`src/rtl/imem_boot_sequencer.sv`:
```
// imem_boot_sequencer
//   Loads a program from a host word stream into the instruction memory's
//   external write port, holds the CPU in reset during the load and for
//   RST_HOLD cycles after it, then pulses cpu_start and lets the CPU run.
//
// Ports
//   clk, rst            clock, asynchronous active-low reset
//   load_req, load_len  load request and word count (sampled in IDLE/RUN)
//   s_valid, s_data     host word stream
//   s_ready             word accepted this cycle when s_valid is high
//   I_MEM_*             instruction-memory write port (1-cycle latency)
//   cpu_rst, cpu_start  datapath reset (active high) and start pulse
//   busy, done          LOAD/HOLD/START and RUN indicators
//   err_len             pulse on a zero-length load request
//   words_loaded        words written in the current or last load
module imem_boot_sequencer #(
  parameter int unsigned ADDR_W     = 16,
  parameter int unsigned DATA_W     = 32,
  parameter int unsigned START_ADDR = 0,
  parameter int unsigned RST_HOLD   = 4
) (
  input  logic              clk,
  input  logic              rst,
  input  logic              load_req,
  input  logic [ADDR_W-1:0] load_len,
  input  logic              s_valid,
  input  logic [DATA_W-1:0] s_data,
  output logic              s_ready,
  output logic              I_MEM_Write_Enable,
  output logic [DATA_W-1:0] I_MEM_Data_In,
  output logic [ADDR_W-1:0] I_MEM_Write_Addr,
  output logic              cpu_rst,
  output logic              cpu_start,
  output logic              busy,
  output logic              done,
  output logic              err_len,
  output logic [ADDR_W-1:0] words_loaded
);

  typedef enum logic [2:0] {StIdle, StLoad, StHold, StStart, StRun} state_e;

  localparam logic [ADDR_W-1:0] StartAddr = ADDR_W'(START_ADDR);
  // Hold counter counts down to zero; the final-write cycle is the first hold cycle.
  localparam logic [7:0]        HoldInit  = 8'(RST_HOLD - 1);

  state_e            state_q, state_d;
  logic [ADDR_W-1:0] len_q, len_d;
  logic [ADDR_W-1:0] cnt_q, cnt_d;
  logic [7:0]        hold_q, hold_d;
  logic              s_ready_q, s_ready_d;
  logic              we_q, we_d;
  logic [DATA_W-1:0] data_q, data_d;
  logic [ADDR_W-1:0] addr_q, addr_d;
  logic              cpu_rst_q, cpu_rst_d;
  logic              cpu_start_q, cpu_start_d;
  logic              busy_q, busy_d;
  logic              done_q, done_d;
  logic              err_len_q, err_len_d;

  logic              handshake;
  logic [ADDR_W-1:0] cnt_inc;

  assign handshake = s_valid & s_ready_q;
  assign cnt_inc   = cnt_q + ADDR_W'(1);

  always_comb begin
    state_d   = state_q;
    len_d     = len_q;
    cnt_d     = cnt_q;
    hold_d    = hold_q;
    we_d      = 1'b0;
    data_d    = data_q;
    addr_d    = addr_q;
    err_len_d = 1'b0;

    unique case (state_q)
      StIdle, StRun: begin
        if (load_req) begin
          if (load_len != '0) begin
            len_d   = load_len;
            cnt_d   = '0;
            state_d = StLoad;
          end else begin
            err_len_d = 1'b1;
          end
        end
      end
      StLoad: begin
        if (handshake) begin
          we_d   = 1'b1;
          data_d = s_data;
          addr_d = StartAddr + cnt_q;  // wraps modulo 2^ADDR_W
          cnt_d  = cnt_inc;
          if (cnt_inc == len_q) begin
            state_d = StHold;
            hold_d  = HoldInit;
          end
        end
      end
      StHold: begin
        if (hold_q == 8'd0) begin
          state_d = StStart;
        end else begin
          hold_d = hold_q - 8'd1;
        end
      end
      StStart: state_d = StRun;
      default: state_d = StIdle;
    endcase

    // Outputs are registered from the next state so they line up with it.
    s_ready_d   = (state_d == StLoad);
    cpu_rst_d   = !((state_d == StStart) || (state_d == StRun));
    cpu_start_d = (state_d == StStart);
    busy_d      = (state_d == StLoad) || (state_d == StHold) || (state_d == StStart);
    done_d      = (state_d == StRun);
  end

  always_ff @(posedge clk or negedge rst) begin
    if (!rst) begin
      state_q     <= StIdle;
      len_q       <= '0;
      cnt_q       <= '0;
      hold_q      <= '0;
      s_ready_q   <= 1'b0;
      we_q        <= 1'b0;
      data_q      <= '0;
      addr_q      <= '0;
      cpu_rst_q   <= 1'b1;
      cpu_start_q <= 1'b0;
      busy_q      <= 1'b0;
      done_q      <= 1'b0;
      err_len_q   <= 1'b0;
    end else begin
      state_q     <= state_d;
      len_q       <= len_d;
      cnt_q       <= cnt_d;
      hold_q      <= hold_d;
      s_ready_q   <= s_ready_d;
      we_q        <= we_d;
      data_q      <= data_d;
      addr_q      <= addr_d;
      cpu_rst_q   <= cpu_rst_d;
      cpu_start_q <= cpu_start_d;
      busy_q      <= busy_d;
      done_q      <= done_d;
      err_len_q   <= err_len_d;
    end
  end

  assign s_ready            = s_ready_q;
  assign I_MEM_Write_Enable = we_q;
  assign I_MEM_Data_In      = data_q;
  assign I_MEM_Write_Addr   = addr_q;
  assign cpu_rst            = cpu_rst_q;
  assign cpu_start          = cpu_start_q;
  assign busy               = busy_q;
  assign done               = done_q;
  assign err_len            = err_len_q;
  assign words_loaded       = cnt_q;

endmodule
```
`config.mk`:
```
export PLATFORM = sky130hd
export DESIGN_NAME = imem_boot_sequencer
export DESIGN_NICKNAME = d
export VERILOG_FILES = /design/src/rtl/imem_boot_sequencer.sv
export SDC_FILE = /design/constraint.sdc
export NUM_CORES = 1
export LEC_CHECK = 0
export CAP_MARGIN = 20
export CORE_MARGIN = 2
export CORE_UTILIZATION = 40
export DETAILED_ROUTE_END_ITERATION = 6
export PLACE_DENSITY = 0.8
export SYNTH_ARGS = -nofsm -noshare
export SYNTH_HDL_FRONTEND = slang
export SYNTH_SLANG_ARGS = --single-unit
```
`constraint.sdc`:
```
create_clock -name clk -period 2.8 [get_ports clk]
set_input_delay 0.84 -clock clk [delete_from_list [all_inputs] [get_ports clk]]
set_output_delay 0.84 -clock clk [all_outputs]
set_load 0.1 [all_outputs]
```
==> results_tabular.tex, run 1 <==
\begin{tabular}{lr}
\hline
Metric & Value \\
\hline
\multicolumn{2}{l}{\textbf{Status}} \\
Outcome & complete, no violations \\
\multicolumn{2}{l}{\textbf{STA}} \\
Share of the clock period used by the worst path after layout & just under 90\% \\
Post-route setup TNS & 0 ps \\
Highest clock rate & between 400 and 500 MHz \\
Final worst path period need & 2470 ps \\
Final-report setup violation count & 0 \\
Final Max Slew Viols & 0 \\
Post-Route Skew & between 6 and 7 ps \\
Total count of hold-check failures in the final report & 0 \\
Unrepaired setup endpoints after global routing & no \\
Transition time of the tightest slew-check pin & 740 ps \\
Relative max-transition margin & between 50\% and 60\% \\
\multicolumn{2}{l}{\textbf{Layout}} \\
Number of standard cells in the final layout excluding fillers & about 750 \\
Area growth from synthesis to layout & 34.1\% \\
Share of cells above drive strength 1 & a little under a quarter \\
Number of nets in the layout & about 660 \\
Count of inserted antenna diode cells & 0 \\
Final-layout fill cell count & around 950 \\
\multicolumn{2}{l}{\textbf{Clock network}} \\
Hold bufs inserted after CTS & 0 \\
Count of clock tree sinks & 98 \\
Max Buffers Root-to-Sink & 2 \\
Clock slew seen by the registers of the worst setup and hold paths & approximately 70 ps \\
Count of cells resized by post-cts repair & 0 \\
H-Tree Depth & 3 \\
Number of buffers created by CTS & 9 \\
CTS root buf & sky130\_fd\_sc\_hd\_\_clkbuf\_16 \\
Clock insertion delay at the later pin of the skew report & $\sim$350 ps \\
Post-CTS setup-driven buffer insertion count & 0 \\
TritonCTS clock tree & yes \\
\multicolumn{2}{l}{\textbf{Synth}} \\
Syn Std Cell Area & 4520 um2 \\
Synthesized area divided by synthesized cell count & 9.44 um2 \\
Flop and latch count out of synthesis & 98 \\
Post-Synthesis Cells & around 480 \\
Largest cells by area after synthesis & sky130\_fd\_sc\_hd\_\_dfrtp\_1 54\%, sky130\_fd\_sc\_hd\_\_nand2\_1 14\%, sky130\_fd\_sc\_hd\_\_mux2\_2 4.0\% \\
Cell variety after synth & 53 \\
Net count after synthesis & roughly 530 \\
Top cell type by total area after synthesis & sky130\_fd\_sc\_hd\_\_dfrtp\_1 \\
Share of the synthesized area in the top cell type & a little over half \\
Total of warnings raised by yosys & 0 \\
Share of synthesized area occupied by flip-flops and latches & 54.2\% \\
\multicolumn{2}{l}{\textbf{Placed design}} \\
Port Buf Inserts & approximately 120 \\
Routability cong. & 0.836 \\
Post-detailed-placement half-perimeter wirelength & $\sim$8400 um \\
Placed Instances & around 730 \\
\multicolumn{2}{l}{\textbf{Worst hold path}} \\
Type of the most critical hold path & in -> async \\
\multicolumn{2}{l}{\textbf{Setup path}} \\
Worst Setup Start Kind & input pin \\
Kind of cell adding the most delay to the critical path & simple AND/OR/NAND/NOR gates \\
Worst path cell trace & clkdlybuf4s50\_1 > nor4\_1 > nand4\_1 > nand3\_1 > buf\_4 > mux2\_2 \\
Largest fanout on the critical path & 9 \\
WP data required & 3030 ps \\
Number of buffer and inverter stages on the critical path & 2 \\
Crit-path max cell delay & around 450 ps \\
Type of element capturing the critical path & flip-flop \\
Critical path class & in -> reg \\
Cell at the slowest stage of the critical path & sky130\_fd\_sc\_hd\_\_clkdlybuf4s50\_1 \\
Arrival time at the worst endpoint & 2700 ps \\
\multicolumn{2}{l}{\textbf{Global route}} \\
Via count of the first global-routing pass & between 3000 and 4000 \\
Number of antenna violations at the first check in global routing & 0 \\
Global-route wire length before repair & 17600 um \\
Largest net degree at the start of global routing & 52 \\
GR Util All Layers & roughly a fifth \\
Total overflow reported by the global router & 0 \\
\multicolumn{2}{l}{\textbf{Detailed routing}} \\
Post-DRT Antenna Nets & 0 \\
DRC violation count after routing & 0 \\
Number of iterations in the first detailed-routing pass & 4 \\
Vias after detailed routing & roughly 3800 \\
WL per Instance & between 10 and 15 um \\
Average vias per placed instance & 5.05 \\
Detailed Route Iter0 Violations & 187 \\
Wire length after detailed routing & around 11000 um \\
\multicolumn{2}{l}{\textbf{Floorplanning}} \\
Height of the chip & 110 um \\
Area of the core region & around 11000 um2 \\
X dimension of the die & 110 um \\
Ports & about 120 \\
Total Die Area & 12200 um2 \\
Initial standard-cell utilization of the core & between 40\% and 50\% \\
Row Count & 38 \\
\multicolumn{2}{l}{\textbf{Power}} \\
Leakage component of the power & about 2.9 nW \\
Max IR drop VDD & 0.542 mV \\
Power per unit of standard cell area & 833 nW/um2 \\
\multicolumn{2}{l}{\textbf{Flow run}} \\
Maximum Capacitance Violations & 0 \\
\hline
\end{tabular}
==> routing by layer <==
| layer | routed length [um] | vias to the layer above | GRT usage (%) |
|---|---|---|---|
| met2 | 5480 | 144 | 31.9 |
| li1 | - | 1836 | - |
| met5 | 0 | - | 0 |
| met1 | 4690 | 1784 | 23.2 |
| met4 | 163 | 0 | 6.96 |
| met3 | 815 | 14 | 5.23 |
==> final timing paths <==
check	start	end	slack (ps)	cells past startpoint
max in group asynchronous	rst	cpu_rst	1630	2
min in group clk	I_MEM_Write_Addr[9]	I_MEM_Write_Addr[9]	480	2
hold reg to reg	I_MEM_Write_Addr[9]	I_MEM_Write_Addr[9]	480	2
setup / recovery	load_len[10]	len_q[14]	330	6
hold / removal	rst	I_MEM_Write_Addr[6]	470	1
setup reg to reg	words_loaded[0]	hold_q[6]	370	8
==> state kept, by name, summed over array words and instances (netlist names) <==
register	cells
len_q	16
I_MEM_Data_In	32
cpu_rst	1
hold_q	8
s_ready	1
err_len	1
words_loaded	16
I_MEM_Write_Addr	16
busy	1
I_MEM_Write_Enable	1
cpu_start	1
done	1
state_q	3
==> through the flow <==
stage	hold WS [ps]	total power [mW]	cell area, um2	worst slack (ps)	util (%)
detailed placement	465	3.94	5790	17.9	52.9
global placement	458	3.90	5790	28.5	52.9
finish	473	5.05	6070	326	55.5
global route	500	5.29	6070	181	55.5
CTS	481	5.09	6070	342	55.5
floorplan	496	3.37	4530	7.27	-
==> layout make-up <==
type	instances	area [um2]	share of cell area (%)
Sequential cell	98	2460	40.5
Clock inverter	7	52.6	0.866
Multi-Input combinational cell	351	1940	32.0
Inverter	6	22.5	0.371
Timing Repair Buffer	137	1190	19.6
Clock buffer	9	225	3.71
Tap cell	140	175	2.89
==> placed cells by master, fill, tap and decap left out, types with 2 or more instances in the layout <==
master                              n
sky130_fd_sc_hd__inv_1              5
sky130_fd_sc_hd__xor2_1            15
sky130_fd_sc_hd__or4_1              2
sky130_fd_sc_hd__nor2_1            31
sky130_fd_sc_hd__xnor2_1           14
sky130_fd_sc_hd__inv_6              2
sky130_fd_sc_hd__clkbuf_16          9
sky130_fd_sc_hd__nand4b_1           2
sky130_fd_sc_hd__nand2_1          169
sky130_fd_sc_hd__ha_1               2
sky130_fd_sc_hd__dfrtp_1           94
sky130_fd_sc_hd__nor4_1             6
sky130_fd_sc_hd__mux2_2            16
sky130_fd_sc_hd__o21ai_0           27
sky130_fd_sc_hd__nand3_1           13
sky130_fd_sc_hd__nor4_4             2
sky130_fd_sc_hd__o31ai_1            3
sky130_fd_sc_hd__dfrtp_2            3
sky130_fd_sc_hd__a31oi_1            2
sky130_fd_sc_hd__clkinv_4           2
sky130_fd_sc_hd__clkdlybuf4s50_1   50
sky130_fd_sc_hd__and4_1             2
sky130_fd_sc_hd__and3_1             4
sky130_fd_sc_hd__buf_4             84
sky130_fd_sc_hd__a21oi_1            9
sky130_fd_sc_hd__nand4_1            4
sky130_fd_sc_hd__nor3_1             3
sky130_fd_sc_hd__clkinv_2           2
sky130_fd_sc_hd__buf_12             3
==> cell usage after synthesis (all sizes together) <==
library cell  instances
ha                    2
nor4                  9
nor3                  4
o21ai                27
xnor3                 1
inv                   6
and4bb                1
nor2                 31
and2b                 1
and3                  5
a311oi                1
o211ai                1
a31oi                 2
or2                   1
mux2                 16
and3b                 1
nand4b                2
nand3                14
nand2               169
o22ai                 2
a211o                 1
o31ai                 3
a21oi                 9
clkbuf               18
nand4                 5
nor4b                 1
and2                  1
dfstp                 1
o2111ai               1
o22a                  1
nor3b                 1
o21bai                1
or4                   2
buf                   6
xnor2                14
or3                   1
dfrtp                97
and4                  3
xor2                 15
nand3b                1
a21boi                1
==> report_power, final <==
| part | leakage, nW | switching, mW | internal, mW |
|---|---|---|---|
| Sequential | 1.21 | 0.184 | 1.64 |
| Combinational | 1.58 | 1.54 | 0.535 |
| Clock | 0.136 | 0.540 | 0.608 |
==> cells by family (layout without fill, tap and decap cells) <==
family	after synthesis	in the layout	share of synthesized area, %
buffers and inverters	30	159	2.82
xor gates and xnor gates	30	30	6.11
and+or+nand+nor	253	253	25.6
DFF	98	98	54.2
adders and majority gates	2	2	0.553
muxes	16	16	3.98
AOI/OAI and AO/OA	50	50	6.72
(Power assumes the default switching activity.)
==> inputs of run 2 (changes only) <==
Settings changed: ABC_CLOCK_PERIOD_IN_PS set to 2800, CAP_MARGIN 20 to not set, PLACE_DENSITY 0.8 to 0.77.
==> run 2 against run 1 <==
  * Non-clock buffer count shrank 1
  * Worst setup slack gained 32 ps
  * Global-route usage grew 0.29 points
  * Maximum frequency grew 1.3%
  * Cell count shrank 0.13%
  * Critical path depth grew 2
  * Cell area is essentially flat
  * Sequential share of layout area is essentially flat
  * Sequential cell count is the same
  * Combinational power is essentially flat
  * Worst hold slack gained 4.2 ps
  * Critical path type is now reg -> reg
==> results_tabular.tex, run 2 (synthesis results as in run 1) <==
\begin{tabular}{lr}
\hline
Metric & Value \\
\hline
\multicolumn{2}{l}{\textbf{Clock network}} \\
Post-CTS setup-driven buffer insertion count & 0 \\
Number of buffers created by CTS & 9 \\
Hold bufs inserted after CTS & 0 \\
Max Buffers Root-to-Sink & 2 \\
Clock insertion delay at the later pin of the skew report & 350 ps \\
Count of cells resized by post-cts repair & 0 \\
Count of clock tree sinks & 98 \\
TritonCTS clock tree & yes \\
CTS root buf & sky130\_fd\_sc\_hd\_\_clkbuf\_16 \\
Clock slew seen by the registers of the worst setup and hold paths & $\sim$70 ps \\
H-Tree Depth & 3 \\
\multicolumn{2}{l}{\textbf{Placed design}} \\
Setup slack at placement & slightly above 60 ps \\
Port Buf Inserts & roughly 120 \\
Routability cong. & 0.895 \\
Post-detailed-placement half-perimeter wirelength & just over 8000 um \\
\multicolumn{2}{l}{\textbf{STA}} \\
Highest clock rate & $\sim$400 MHz \\
Transition time of the tightest slew-check pin & around 800 ps \\
Relative max-transition margin & between 40\% and 50\% \\
Worst Setup Slack, final & 359 ps \\
Final Max Slew Viols & 0 \\
Final-report setup violation count & 0 \\
Final worst path period need & around 2400 ps \\
Post-route setup TNS & 0 ps \\
Post-Route Skew & between 9 and 10 ps \\
Unrepaired setup endpoints after global routing & no \\
Share of the clock period used by the worst path after layout & between 80\% and 90\% \\
Total count of hold-check failures in the final report & 0 \\
\multicolumn{2}{l}{\textbf{Global route}} \\
Largest net degree at the start of global routing & 53 \\
Number of antenna violations at the first check in global routing & 0 \\
Global-route wire length before repair & between 15000 and 20000 um \\
Total overflow reported by the global router & 0 \\
GR Util All Layers & 19.2\% \\
Via count of the first global-routing pass & 3736 \\
\multicolumn{2}{l}{\textbf{Worst hold path}} \\
Hold worst-path end & I\_MEM\_Write\_Addr[8] \\
Worst Hold Depth & 2 \\
Type of the most critical hold path & reg -> reg \\
Worst hold path startpoint & I\_MEM\_Write\_Addr[8] \\
\multicolumn{2}{l}{\textbf{Setup path}} \\
Critical path class & reg -> reg \\
FF-to-FF End & hold\_q[4] \\
Largest fanout on the critical path & 8 \\
Arrival time at the worst endpoint & 2670 ps \\
Depth of the most critical reg-to-reg path & 8 \\
Reg2Reg Setup Slack & between 300 and 400 ps \\
WP data required & between 3000 and 4000 ps \\
Source of the worst register-to-register timing path & words\_loaded[0] \\
Worst path cell trace & ha\_1 > nand3\_1 > xor2\_1 > xnor2\_1 > or3\_1 > nor4\_1 > and4bb\_1 > nor2\_1 \\
Cell at the slowest stage of the critical path & sky130\_fd\_sc\_hd\_\_dfrtp\_2 \\
Worst Setup Start Kind & flip-flop \\
Type of element capturing the critical path & flip-flop \\
Crit-path max cell delay & about 450 ps \\
\multicolumn{2}{l}{\textbf{Floorplanning}} \\
Height of the chip & roughly 110 um \\
Total Die Area & between 10000 and 15000 um2 \\
Initial standard-cell utilization of the core & 41.4\% \\
Area of the core region & 10900 um2 \\
Row Count & 38 \\
X dimension of the die & 110 um \\
Ports & $\sim$120 \\
\multicolumn{2}{l}{\textbf{Status}} \\
Outcome & complete, no violations \\
\multicolumn{2}{l}{\textbf{Detailed routing}} \\
Average vias per placed instance & 5.08 \\
DRC violation count after routing & 0 \\
Post-DRT Antenna Nets & 0 \\
Number of iterations in the first detailed-routing pass & 5 \\
WL per Instance & roughly 15 um \\
Vias after detailed routing & about 3800 \\
Detailed Route Iter0 Violations & 249 \\
Wire length after detailed routing & about 11000 um \\
\multicolumn{2}{l}{\textbf{Layout}} \\
Final-layout fill cell count & between 900 and 1000 \\
Number of nets in the layout & roughly 660 \\
Most common cell after layout, fill and taps aside & sky130\_fd\_sc\_hd\_\_nand2\_1 \\
Most used cells in the layout excluding fill and tap cells & 169 x sky130\_fd\_sc\_hd\_\_nand2\_1, 94 x sky130\_fd\_sc\_hd\_\_dfrtp\_1, 83 x sky130\_fd\_sc\_hd\_\_buf\_4, 50 x sky130\_fd\_sc\_hd\_\_clkdlybuf4s50\_1, 31 x sky130\_fd\_sc\_hd\_\_nor2\_1 \\
Count of inserted antenna diode cells & 0 \\
Flip-flop count of the largest register after layout & 32 \\
Share of cells above drive strength 1 & 22.4\% \\
Area growth from synthesis to layout & 34.1\% \\
\multicolumn{2}{l}{\textbf{Flow run}} \\
Maximum Capacitance Violations & 0 \\
\multicolumn{2}{l}{\textbf{Power}} \\
Max IR drop VDD & 0.482 mV \\
Leakage component of the power & 2.92 nW \\
Power per unit of standard cell area & between 800 and 900 nW/um2 \\
\hline
\end{tabular}
## run 2: cell types whose count changed in the layout (fill, tap and decap cells not counted), sizes merged
cell / previous run / this run
clkinv: 4 / 2
inv: 8 / 9
clkbuf: 9 / 10
buf: 87 / 86
## run 2: layout make-up
cell class | instances | area (um2) | share of cell area, %
flip-flops and latches | 98 | 2460 | 40.5
multi-input cells | 351 | 1940 | 32.0
repair buffers | 136 | 1180 | 19.5
clock buffers | 10 | 239 | 3.94
well taps | 140 | 175 | 2.89
clock inverters | 6 | 47.5 | 0.784
inverters | 6 | 22.5 | 0.371
## run 2: layer usage
metal	routed length, um	vias up	GRT usage [%]
met2	5440	140	32.3
met4	106	0	6.70
li1	-	1830	-
met5	0	-	0
met1	4880	1815	23.9
met3	863	10	5.17
## run 2: critical path: cells and delay by family (launching register included)
family	cells	cell delay, ps
adder cells (fa/ha/maj)	1	350
AND/OR/NAND/NOR	5	1180
flip-flops	1	450
XOR/XNOR	2	340
## run 2: worst max path at each step
stage / from / cells past startpoint / slack, ps / to
floorplan: words_loaded[8] / 7 / 7 / busy
global placement: s_valid / 8 / 120 / hold_q[2]
detailed placement: load_len[10] / 6 / 60 / len_q[4]
CTS: words_loaded[0] / 8 / 380 / hold_q[4]
global route: words_loaded[0] / 8 / 140 / hold_q[4]
finish: words_loaded[0] / 8 / 360 / hold_q[4]
## run 2: power by group
part	total (mW)	internal, mW	switching [mW]
Combinational	2.08	0.530	1.55
Sequential	1.81	1.64	0.172
Clock	1.19	0.637	0.556
## run 2: stage by stage
step / power, mW / cells / hold slack, ps / utilization [%] / cell area [um2]
after global placement: 3.89 / 731 / 458 / 52.9 / 5780
after detailed placement: 3.92 / 731 / 464 / 52.9 / 5780
after global routing: 5.31 / 747 / 503 / 55.5 / 6070
final: 5.09 / 747 / 477 / 55.5 / 6070
after floorplan: 3.37 / 479 / 496 / - / 4530
after CTS: 5.12 / 747 / 480 / 55.5 / 6070
==> inputs of run 3 (changes only) <==
Settings changed: GPL_TIMING_DRIVEN set to 0.
==> run 3 against run 2 <==
  * Sequential cell count is the same
  * Global-route usage grew 0.42 points
  * Total power is essentially flat
  * Wire length shrank 2.2%
  * Largest cell class unchanged
  * Largest power group unchanged
==> results_tabular.tex, run 3 (synthesis results as in run 1) <==
\begin{tabular}{lr}
\hline
Metric & Value \\
\hline
\multicolumn{2}{l}{\textbf{Status}} \\
Outcome & complete, no violations \\
\multicolumn{2}{l}{\textbf{Clock network}} \\
Max Buffers Root-to-Sink & 2 \\
H-Tree Depth & 3 \\
Clock slew seen by the registers of the worst setup and hold paths & roughly 70 ps \\
Number of buffers created by CTS & 9 \\
Clock insertion delay at the later pin of the skew report & between 300 and 400 ps \\
CTS root buf & sky130\_fd\_sc\_hd\_\_clkbuf\_16 \\
TritonCTS clock tree & yes \\
Hold bufs inserted after CTS & 0 \\
Count of clock tree sinks & 98 \\
\multicolumn{2}{l}{\textbf{Detailed routing}} \\
DRC violation count after routing & 0 \\
Wire length after detailed routing & about 11000 um \\
Post-DRT Antenna Nets & 0 \\
Number of iterations in the first detailed-routing pass & 4 \\
WL per Instance & 14.6 um \\
Vias after detailed routing & 3822 \\
Detailed Route Iter0 Violations & 262 \\
Average vias per placed instance & slightly above 5 \\
\multicolumn{2}{l}{\textbf{Placed design}} \\
Port Buf Inserts & $\sim$120 \\
Routability cong. & approximately 0.91 \\
Setup slack at placement & -324 ps \\
Post-detailed-placement half-perimeter wirelength & approximately 8100 um \\
Placed Instances & 742 \\
Total cell area at the placement stage & roughly 5900 um2 \\
\multicolumn{2}{l}{\textbf{STA}} \\
Final-report setup violation count & 0 \\
Final worst path period need & roughly 2800 ps \\
Unrepaired setup endpoints after global routing & no \\
Relative max-transition margin & between 30\% and 40\% \\
Total count of hold-check failures in the final report & 0 \\
Final Max Slew Viols & 0 \\
Post-Route Skew & approximately 7.4 ps \\
Transition time of the tightest slew-check pin & 997 ps \\
Hold slack & between 400 and 500 ps \\
Worst Setup Slack, final & about 33 ps \\
Post-route setup TNS & 0 ps \\
Share of the clock period used by the worst path after layout & slightly below 100\% \\
Highest clock rate & 361 MHz \\
\multicolumn{2}{l}{\textbf{Layout}} \\
Final-layout fill cell count & 981 \\
Count of inserted antenna diode cells & 0 \\
Area growth from synthesis to layout & 37.8\% \\
Flip-flop count of the largest register after layout & 32 \\
Most common cell after layout, fill and taps aside & sky130\_fd\_sc\_hd\_\_nand2\_1 \\
Final instance area & just over 6000 um2 \\
Most used cells in the layout excluding fill and tap cells & 169 x sky130\_fd\_sc\_hd\_\_nand2\_1, 110 x sky130\_fd\_sc\_hd\_\_clkdlybuf4s50\_1, 94 x sky130\_fd\_sc\_hd\_\_dfrtp\_1, 31 x sky130\_fd\_sc\_hd\_\_nor2\_1, 27 x sky130\_fd\_sc\_hd\_\_o21ai\_0 \\
Combined flip-flop and latch cell area & 2460 um2 \\
Share of cells above drive strength 1 & between 10 and 15\% \\
Footprint of the multi-input gates & between 1500 and 2000 um2 \\
Number of standard cells in the final layout excluding fillers & about 760 \\
Number of nets in the layout & between 600 and 700 \\
Post-layout utilization of the core & between 50 and 60\% \\
\multicolumn{2}{l}{\textbf{Global route}} \\
Via count of the first global-routing pass & between 3000 and 4000 \\
Global-route track usage on met2 & roughly a third \\
GR Util All Layers & 19.6\% \\
Met3 global-route usage & 4.29\% \\
Largest net degree at the start of global routing & 53 \\
Global routing's busiest layer & met2 \\
Global-route wire length before repair & 18300 um \\
Met1 Track Usage GR & approximately a quarter \\
Total overflow reported by the global router & 0 \\
Number of antenna violations at the first check in global routing & 0 \\
\multicolumn{2}{l}{\textbf{Setup path}} \\
Critical path class & reg -> out \\
Worst Setup Start Kind & flip-flop \\
Largest fanout on the critical path & 3 \\
Crit-path max cell delay & $\sim$1200 ps \\
Type of element capturing the critical path & output port \\
Depth of the most critical reg-to-reg path & 8 \\
Number of buffer and inverter stages on the critical path & 1 \\
Cell at the slowest stage of the critical path & sky130\_fd\_sc\_hd\_\_clkdlybuf4s50\_1 \\
Worst path cell trace & clkdlybuf4s50\_1 \\
WP data required & between 1500 and 2000 ps \\
Kind of cell adding the most delay to the critical path & buffers and inverters \\
Arrival time at the worst endpoint & $\sim$1900 ps \\
Crit. path cell count & 1 \\
\multicolumn{2}{l}{\textbf{Floorplanning}} \\
Total Die Area & 12200 um2 \\
X dimension of the die & around 110 um \\
Ports & between 100 and 150 \\
Height of the chip & 110 um \\
Initial standard-cell utilization of the core & 41.4\% \\
Area of the core region & $\sim$11000 um2 \\
Row Count & 38 \\
\multicolumn{2}{l}{\textbf{Power}} \\
Power per unit of standard cell area & a little over 800 nW/um2 \\
Max IR drop VDD & $\sim$0.58 mV \\
Power consumption & $\sim$5.1 mW \\
Leakage component of the power & about 2.8 nW \\
\multicolumn{2}{l}{\textbf{Worst hold path}} \\
Worst Hold Depth & 2 \\
Type of the most critical hold path & reg -> reg \\
\multicolumn{2}{l}{\textbf{Flow run}} \\
Maximum Capacitance Violations & 0 \\
\hline
\end{tabular}
run 3: cell types whose count changed in the layout (fill, tap and decap cells not counted), sizes merged:
cell	previous run	this run
dlygate4sd2	0	10
clkinv	2	1
clkdlybuf4s50	50	110
dlymetal6s2s	0	1
clkinvlp	1	4
clkbuf	10	28
buf	86	7
inv	9	8
run 3: layout make-up:
cell class | count | share of cell area (%)
Timing Repair Buffer | 123 | 19.8
Tap cell | 140 | 2.81
Inverter | 6 | 0.361
Clock buffer | 9 | 3.61
Multi-Input combinational cell | 351 | 31.4
Sequential cell | 98 | 39.4
Buffer | 24 | 1.77
Clock inverter | 7 | 0.843
run 3: final timing paths:
kind	slack, ps	from	to
worst max-delay path	30	words_loaded[3]	words_loaded[3]
worst min-delay path	470	I_MEM_Data_In[14]	I_MEM_Data_In[14]
worst max register to register	290	words_loaded[0]	hold_q[6]
worst min register to register	470	I_MEM_Data_In[14]	I_MEM_Data_In[14]
max in group asynchronous	1560	rst	cpu_rst
min in group asynchronous	500	rst	I_MEM_Data_In[3]
run 3: report_power, final:
group	leakage (nW)	internal [mW]	total [mW]	switching (mW)
Clock	0.124	0.607	1.16	0.554
Sequential	1.21	1.64	1.80	0.163
Combinational	1.51	0.569	2.12	1.56
run 3: repair_timing:
action,4_1_cts,5_1_grt
buffers inserted,0,0
endpoints found under the setup margin,10,39
gates resized for setup,10,10
run 3: metal layers:
metal | vias up | wire, um
met5 | - | 0
met4 | 0 | 180
met3 | 11 | 757
met2 | 118 | 5250
met1 | 1841 | 4850
li1 | 1852 | -
